==> src/rtl/bram_readout.sv <==
// Read-side controller for the capture buffer: walks BRAM from a start
// address with wrap, absorbs read latency, streams over valid/ready.
module bram_readout #(
    parameter int ADDR_W = 11,
    parameter int DATA_W = 8,
    parameter int DEPTH  = 2048
) (
    input  logic              CLK,
    input  logic              RST_N,
    input  logic              start,
    input  logic [ADDR_W-1:0] start_addr,
    input  logic [ADDR_W:0]   count,
    input  logic              abort,
    output logic              busy,
    output logic              done,
    output logic              bram_en,
    output logic              bram_we,
    output logic [ADDR_W-1:0] bram_addr,
    input  logic [DATA_W-1:0] bram_data,
    output logic [DATA_W-1:0] out_data,
    output logic              out_valid,
    input  logic              out_ready,
    output logic              out_last
);

    typedef enum logic {
        S_IDLE,
        S_RUN
    } state_t;

    localparam logic [ADDR_W:0]   L_DEPTH = (ADDR_W+1)'(DEPTH);
    localparam logic [ADDR_W:0]   L_ONE   = 1;
    localparam logic [ADDR_W-1:0] L_AONE  = 1;

    state_t              r_state;
    state_t              w_state_nxt;
    logic [ADDR_W-1:0]   r_addr;
    logic [ADDR_W:0]     r_rem;
    logic                r_inflight;
    logic                r_inflight_last;
    logic [DATA_W-1:0]   r_d0;
    logic [DATA_W-1:0]   r_d1;
    logic                r_l0;
    logic                r_l1;
    logic [1:0]          r_occ;
    logic                r_done;

    logic                w_pop;
    logic                w_push;
    logic                w_issue;
    logic                w_accept;
    logic                w_zero_req;
    logic                w_last_acc;
    logic [2:0]          w_level;

    assign w_pop      = (r_occ != 2'd0) && out_ready;
    assign w_push     = r_inflight;
    assign w_accept   = (r_state == S_IDLE) && start && !abort
                        && (count != '0);
    assign w_zero_req = (r_state == S_IDLE) && start && !abort
                        && (count == '0);
    assign w_last_acc = (r_state == S_RUN) && !abort && w_pop && r_l0;

    // Slots committed after this edge: buffered + landing - leaving.
    assign w_level = {1'b0, r_occ} + {2'b00, r_inflight}
                   - {2'b00, w_pop};

    always_comb begin
        w_state_nxt = r_state;
        w_issue     = 1'b0;
        unique case (r_state)
            S_IDLE: begin
                if (w_accept) w_state_nxt = S_RUN;
            end
            S_RUN: begin
                if (abort) begin
                    w_state_nxt = S_IDLE;
                end else begin
                    w_issue = (r_rem != '0) && (w_level < 3'd2);
                    if (w_pop && r_l0) w_state_nxt = S_IDLE;
                end
            end
            default: w_state_nxt = S_IDLE;
        endcase
    end

    always_ff @(posedge CLK or negedge RST_N) begin
        if (!RST_N) begin
            r_state <= S_IDLE;
        end else begin
            r_state <= w_state_nxt;
        end
    end

    always_ff @(posedge CLK or negedge RST_N) begin
        if (!RST_N) begin
            r_addr          <= '0;
            r_rem           <= '0;
            r_inflight      <= 1'b0;
            r_inflight_last <= 1'b0;
            r_done          <= 1'b0;
        end else begin
            r_inflight      <= w_issue;
            r_inflight_last <= w_issue && (r_rem == L_ONE);
            r_done          <= w_last_acc || w_zero_req;
            if (abort) begin
                r_rem <= '0;
            end else if (w_accept) begin
                r_addr <= start_addr;
                r_rem  <= (count > L_DEPTH) ? L_DEPTH : count;
            end else if (w_issue) begin
                r_rem <= r_rem - L_ONE;
                // Final read leaves the address parked on itself.
                if (r_rem != L_ONE) r_addr <= r_addr + L_AONE;
            end
        end
    end

    always_ff @(posedge CLK or negedge RST_N) begin
        if (!RST_N) begin
            r_d0  <= '0;
            r_d1  <= '0;
            r_l0  <= 1'b0;
            r_l1  <= 1'b0;
            r_occ <= 2'd0;
        end else if (abort) begin
            r_occ <= 2'd0;
        end else begin
            unique case ({w_push, w_pop})
                2'b11: begin
                    if (r_occ == 2'd1) begin
                        r_d0 <= bram_data;
                        r_l0 <= r_inflight_last;
                    end else begin
                        r_d0 <= r_d1;
                        r_l0 <= r_l1;
                        r_d1 <= bram_data;
                        r_l1 <= r_inflight_last;
                    end
                end
                2'b10: begin
                    if (r_occ == 2'd0) begin
                        r_d0 <= bram_data;
                        r_l0 <= r_inflight_last;
                    end else begin
                        r_d1 <= bram_data;
                        r_l1 <= r_inflight_last;
                    end
                    r_occ <= r_occ + 2'd1;
                end
                2'b01: begin
                    r_d0  <= r_d1;
                    r_l0  <= r_l1;
                    r_occ <= r_occ - 2'd1;
                end
                default: begin
                end
            endcase
        end
    end

    assign busy      = (r_state == S_RUN);
    assign done      = r_done;
    assign bram_en   = w_issue;
    assign bram_we   = 1'b0;
    assign bram_addr = r_addr;
    assign out_data  = r_d0;
    assign out_valid = (r_occ != 2'd0);
    assign out_last  = out_valid && r_l0;

endmodule

==> config.mk <==
export PLATFORM = sky130hd
export DESIGN_NAME = bram_readout
export DESIGN_NICKNAME = d
export VERILOG_FILES = /design/src/rtl/bram_readout.sv
export SDC_FILE = /design/constraint.sdc
export NUM_CORES = 1
export LEC_CHECK = 0
export CAP_MARGIN = 0
export CORE_ASPECT_RATIO = 0.6
export CORE_MARGIN = 2
export CORE_UTILIZATION = 25
export DETAILED_ROUTE_END_ITERATION = 12
export GPL_TIMING_DRIVEN = 0
export PLACE_DENSITY = 0.52
export SYNTH_ARGS = -nofsm -noshare
export SYNTH_HDL_FRONTEND = slang
export SYNTH_SLANG_ARGS = --single-unit
==> constraint.sdc <==
create_clock -name CLK -period 3.5 [get_ports CLK]
set_input_delay 0.7 -clock CLK [delete_from_list [all_inputs] [get_ports CLK]]
set_output_delay 0.7 -clock CLK [all_outputs]
set_load 0.02 [all_outputs]
**Yosys cells after proc, flatten, opt, wreduce, memory -nomap -nowiden**

Index checks and enable logic that the tools add are counted.
W data, S select, Z words.

- Register bits after elaboration: 47
- Word-level logic and storage cells: 85
- Output and inout bits: 25
- Input port bits: 36

- Reductions and logical operators: 28
- Add/sub/neg operators: 6
- Bitwise operators: 2
- Muxes and demuxes: 27
- Eq/ne operators: 9
- Order comparisons: 2

Operators with widths:

| kind | number |
|---|---|
| $mux W12 | 4 |
| $mux W11 | 3 |
| $mux W8 | 4 |
| $pmux W8 S3 | 1 |
| $reduce_bool A12 Y1 | 2 |
| $pmux W8 S2 | 1 |
| $eq A12 B1 Y1 const B | 1 |
| $gt A12 B12 Y1 const B | 1 |
| $logic_and A1 B1 Y1 | 12 |
| $logic_not A12 Y1 | 1 |
| $ne A12 B1 Y1 const B | 1 |
| $sub A12 B1 Y12 const B | 1 |
| $add A11 B1 Y11 const B | 1 |
| $mux W1 | 9 |
| $reduce_bool A3 Y1 | 3 |
| $reduce_bool A2 Y1 | 4 |
| $ne A2 B2 Y1 const B | 3 |
| $reduce_and A3 Y1 | 2 |
| $eq A2 B1 Y1 const B | 2 |
| $eq A2 B2 Y1 const B | 2 |
| $pmux W1 S2 | 2 |
| $pmux W2 S2 | 1 |
| $reduce_and A4 Y1 | 1 |
| $add A2 B1 Y3 | 1 |
| 10 further kinds | 11 |

**Longest topological paths before layout**

- Word-level depth: 10
- Mapped depth: 12
- Gate-level depth less buffers: 12

**Worst setup path after synthesis**

No wires, ideal clock.

- Path type: register -> output
- Start: reg r_occ[1]
- End: out bram_en
- Setup slack: 0.551 ns
- Arrival: 2.249 ns
- Data required time: 2.800 ns
- Stages on the path, launching flop included: 11
- Path buffers: 0
- Path through: dfrtp_1 -> inv_1 -> ha_1 -> nor2b_1 -> xnor2_1 -> nand2_1 -> fa_1 -> xnor2_1 -> and3_1 -> nand2_2 -> inv_2

- Longest elaborated chain between the ends: 7
- Elaborated cells between the ends (all ways): 8
- Classes of those cells: 2 x add/sub; 1 x order compare; 2 x mux; 3 x reduce/logical

RTL lines:

| element | line | text |
|---|---|---|
| start, declared | 45 | `logic [1:0] r_occ;` |
| start signal, assigned | 149 | `r_occ <= r_occ + 2'd1;` |
| start signal, assigned | 154 | `r_occ <= r_occ - 2'd1;` |
| branches (longest 2 deep; another with $add A2 B1 Y3) | n/a |  |
| $sub A3 B1 Y3 * | 66 | `- {2'b00, w_pop};` |
| $lt A3 B2 Y1 * | 79 | `w_issue = (r_rem != '0) && (w_level < 3'd2);` |
| $logic_and A1 B1 Y1 * | 79 |  |
| $mux W1 * | 76 | `if (abort) begin` |
| $mux W1 * | 71 | `unique case (r_state)` |
| end, declared | 16 | `output logic bram_en,` |

Mark *: on every way between the ends.

**Final worst setup path**

Same ends and word-level chain as after synthesis.

==> impl_results.md <==
* Clk Latency, worst-skew pair at 290 ps
* Worst Path Arrival at roughly 2700 ps
* Num rows at 29
* Syn nets at 318
* Synthesized flop and latch total at 47
* Clk sinks at 47
* Detail Placement HPWL at 5795 um
* Vias in the first global route at between 2,000 and 2,500
* DRT Pass-1 Iters at 4
* EDFF count, synth at 0
* Drt wl/cell at about 16 um
* CTS tree: yes
* Core Box Area at around 0.011 mm^2
* Clock transition at the registers of the reported paths at 60 ps
* Distinct cells, synth at slightly below 60
* # diodes at 0
* Hold Buf Count CTS at 0
* Mapped Area at ~0.0028 mm^2
* Layout cells sized above 1 at 0.1532
* Drt drc at 0
* Largest net degree at the start of global routing at 39
* Crit Path Max Fanout at 8
* Routed Antenna Nets at 0
* Total CTS buffers at 5
* Antenna violations before repair at 0
* Final min period at about 3400 ps
* Total gr overflow at 0
* Syn Area/Cell at ~10 um^2
* GRT Util Overall at 0.1361
* Final hold violation count at 0
* IO buf count at slightly below 60
* Final wirelength at about 7900 um
* Status: finished clean
* DIE HEIGHT at around 85 um
* Clk_skew at 6.049 ps
* Class of the worst hold path: in -> async
* Die Area at about 0.012 mm^2
* Sequential cell area fraction in the yosys report at 0.4271
* Max H-tree Level at 2
* Final Non-Filler Cells at ~490
* Max IR drop VDD at approximately 0.23 mV
* # placed instances at 473
* Setup TNS at 0 ps
* Drt initial violations at 180
* IO Pins at 61
* Slew Viols, Final at 0
* Leak pwr at approximately 1.5 nW
* Post-Synthesis Cells at around 280
* Final Wtd Congestion at 0.8267
* Filler Cell Count at about 1,100
* Main flop type after synthesis: dfrtp_1
* Worst Tran Pin Value at about 780 ps
* P&R area growth vs syn at 35.48%
* Fin crit share at 0.9669
* WS Path Type: reg -> out
* Setup Viol. Count Final at 0
* Worst path required time at approximately 2800 ps
* Slew HR at 0.4772
* Die width at 139.5 um
* Async SR Flop Fraction at 1.000
* Initial Util at 0.2590
* Vias at 2,394
* Worst setup SP type: flip-flop
* Nets at between 300 and 400
* Clock buffer depth at 2
* Footprint of the multi-input gates at ~0.0015 mm^2
* Final hold slack at between 200 and 300 ps
* First-pass GRT wire length at about 13,000 um
* DR vias/cell at just under 5
* Ys Warns at 0
* Max-cap check violation count at 0
* Register area at between 0.001 and 0.0015 mm^2
* Root buf cell: clkbuf_16
* FMAX at ~0.3 GHz
* P per Cell Area at between 700 and 800 mW/mm^2
* Setup crit end kind: output pin
Yosys cell counts, types with 6 or more instances:
cell type / instances / share of area
a21oi_1: 14 / 0.025
dfrtp_1: 47 / 0.43
ha_1: 6 / 0.027
inv_1: 13 / 0.018
mux2_2: 9 / 0.037
mux2i_1: 11 / 0.040
nand2_1: 29 / 0.040
nand3_1: 12 / 0.022
nand4_1: 8 / 0.018
nor2_1: 18 / 0.025
o21ai_0: 15 / 0.027
xor2_1: 8 / 0.025
area by class of cell:
cell class / count / share of cell area
multi-input cells: 202 / 0.3934
flip-flops and latches: 47 / 0.3156
repair buffers: 63 / 0.1677
well taps: 139 / 0.04661
clock buffers: 6 / 0.03454
plain buffers: 12 / 0.02347
inverters: 14 / 0.01543
clock inverters: 2 / 0.003353
path summary, 6_finish.rpt:
| path | to | cells past startpoint | slack (ps) | from |
|---|---|---|---|---|
| max | bram_en | 11 | 120 | r_occ[1]$_DFFE_PN0P_ |
| max reg2reg | bram_addr[9]$_DFFE_PN0P_ | 13 | 380 | r_occ[1]$_DFFE_PN0P_ |
| min | r_rem[7]$_DFFE_PN0P_ | 1 | 290 | RST_N |
| min in group CLK | r_d1[3]$_DFFE_PN0P_ | 1 | 500 | r_d1[3]$_DFFE_PN0P_ |
| max in group asynchronous | r_occ[1]$_DFFE_PN0P_ | 2 | 2700 | RST_N |
| min reg2reg | r_d1[3]$_DFFE_PN0P_ | 1 | 500 | r_d1[3]$_DFFE_PN0P_ |
sequential cells by signal, summed over array words and instances, names as in the netlist:
| name | count |
|---|---|
| r_rem | 12 |
| r_inflight | 1 |
| r_l0 | 1 |
| busy | 1 |
| out_data | 8 |
| r_d1 | 8 |
| r_occ | 2 |
| done | 1 |
| bram_addr | 11 |
| r_l1 | 1 |
| r_inflight_last | 1 |
where the power goes:
part / total (mW) / internal [mW] / leakage [nW] / switching [mW]
logic: 1.55 / 0.712 / 0.829 / 0.842
registers: 0.917 / 0.731 / 0.605 / 0.186
clock network: 0.474 / 0.264 / 0.0669 / 0.210
total: 2.95 / 1.71 / 1.50 / 1.24
worst max-delay path, cell delays in order, from the launching register on:
cell and delay [ps]:
dfrtp_2 450, inv_1 110, ha_1 300, nor2b_4 80
xnor2_2 180, nand2_1 120, fa_2 400, xnor2_2 210
and3_4 220, nand2_2 80, clkinv_4 100, buf_4 140
through the flow:
stage,util,worst slack [ps],total power [mW],area (um^2)
after global routing,0.3509,-17.95,3.153,3731
after global placement,0.3300,-765.6,2.373,3508
after CTS,0.3475,12.37,2.915,3695
after detailed placement,0.3314,-861.3,2.393,3523
final,0.3509,115.8,2.946,3731
after floorplan,-,551.1,1.879,2754
metal layers:
layer  vias up  routed length, um  GRT usage
li1       1136                  -          -
met1      1163               4076     0.2071
met2        88               3157     0.1903
met3         7                558    0.04007
met4         0                 57    0.02479
met5         -                  0          0
logic make-up (layout without fill, tap and decap cells):
kind of cell / count (synthesis) / in the layout / synth area share
buffers and inverters: 26 / 97 / 0.05088
xor gates and xnor gates: 13 / 13 / 0.04135
AOI/OAI and AO/OA: 58 / 58 / 0.1440
adders and majority gates: 8 / 8 / 0.03816
muxes: 20 / 20 / 0.07679
and+or+nand+nor: 102 / 102 / 0.2204
other: 1 / 1 / 0.001362
DFF: 47 / 47 / 0.4271
layout by cell type, fill, tap and decap left out, drive strengths merged, types with 4 or more instances in the layout:
master | Yosys | final
o21ai | 18 | 18
mux2 | 9 | 9
nor3 | 4 | 4
buf | 6 | 13
nor4 | 4 | 4
nor3b | 4 | 4
mux2i | 11 | 11
xnor2 | 5 | 5
ha | 6 | 6
a21oi | 14 | 14
nand3 | 12 | 12
clkdlybuf4s50 | 0 | 55
xor2 | 8 | 8
nor2 | 18 | 18
nand2 | 30 | 30
a32oi | 4 | 4
clkbuf | 6 | 12
inv | 14 | 13
nand4 | 9 | 9
dfrtp | 47 | 47
timing repair:
item                       4_1_cts  5_1_grt
setup buffers                    1        3
setup endpoints to repair        1        1
hold endpoints to repair         0        0
pin swaps                        0        3
gates resized for setup         11        4
Note: power is estimated with default switching activity, not from simulation.
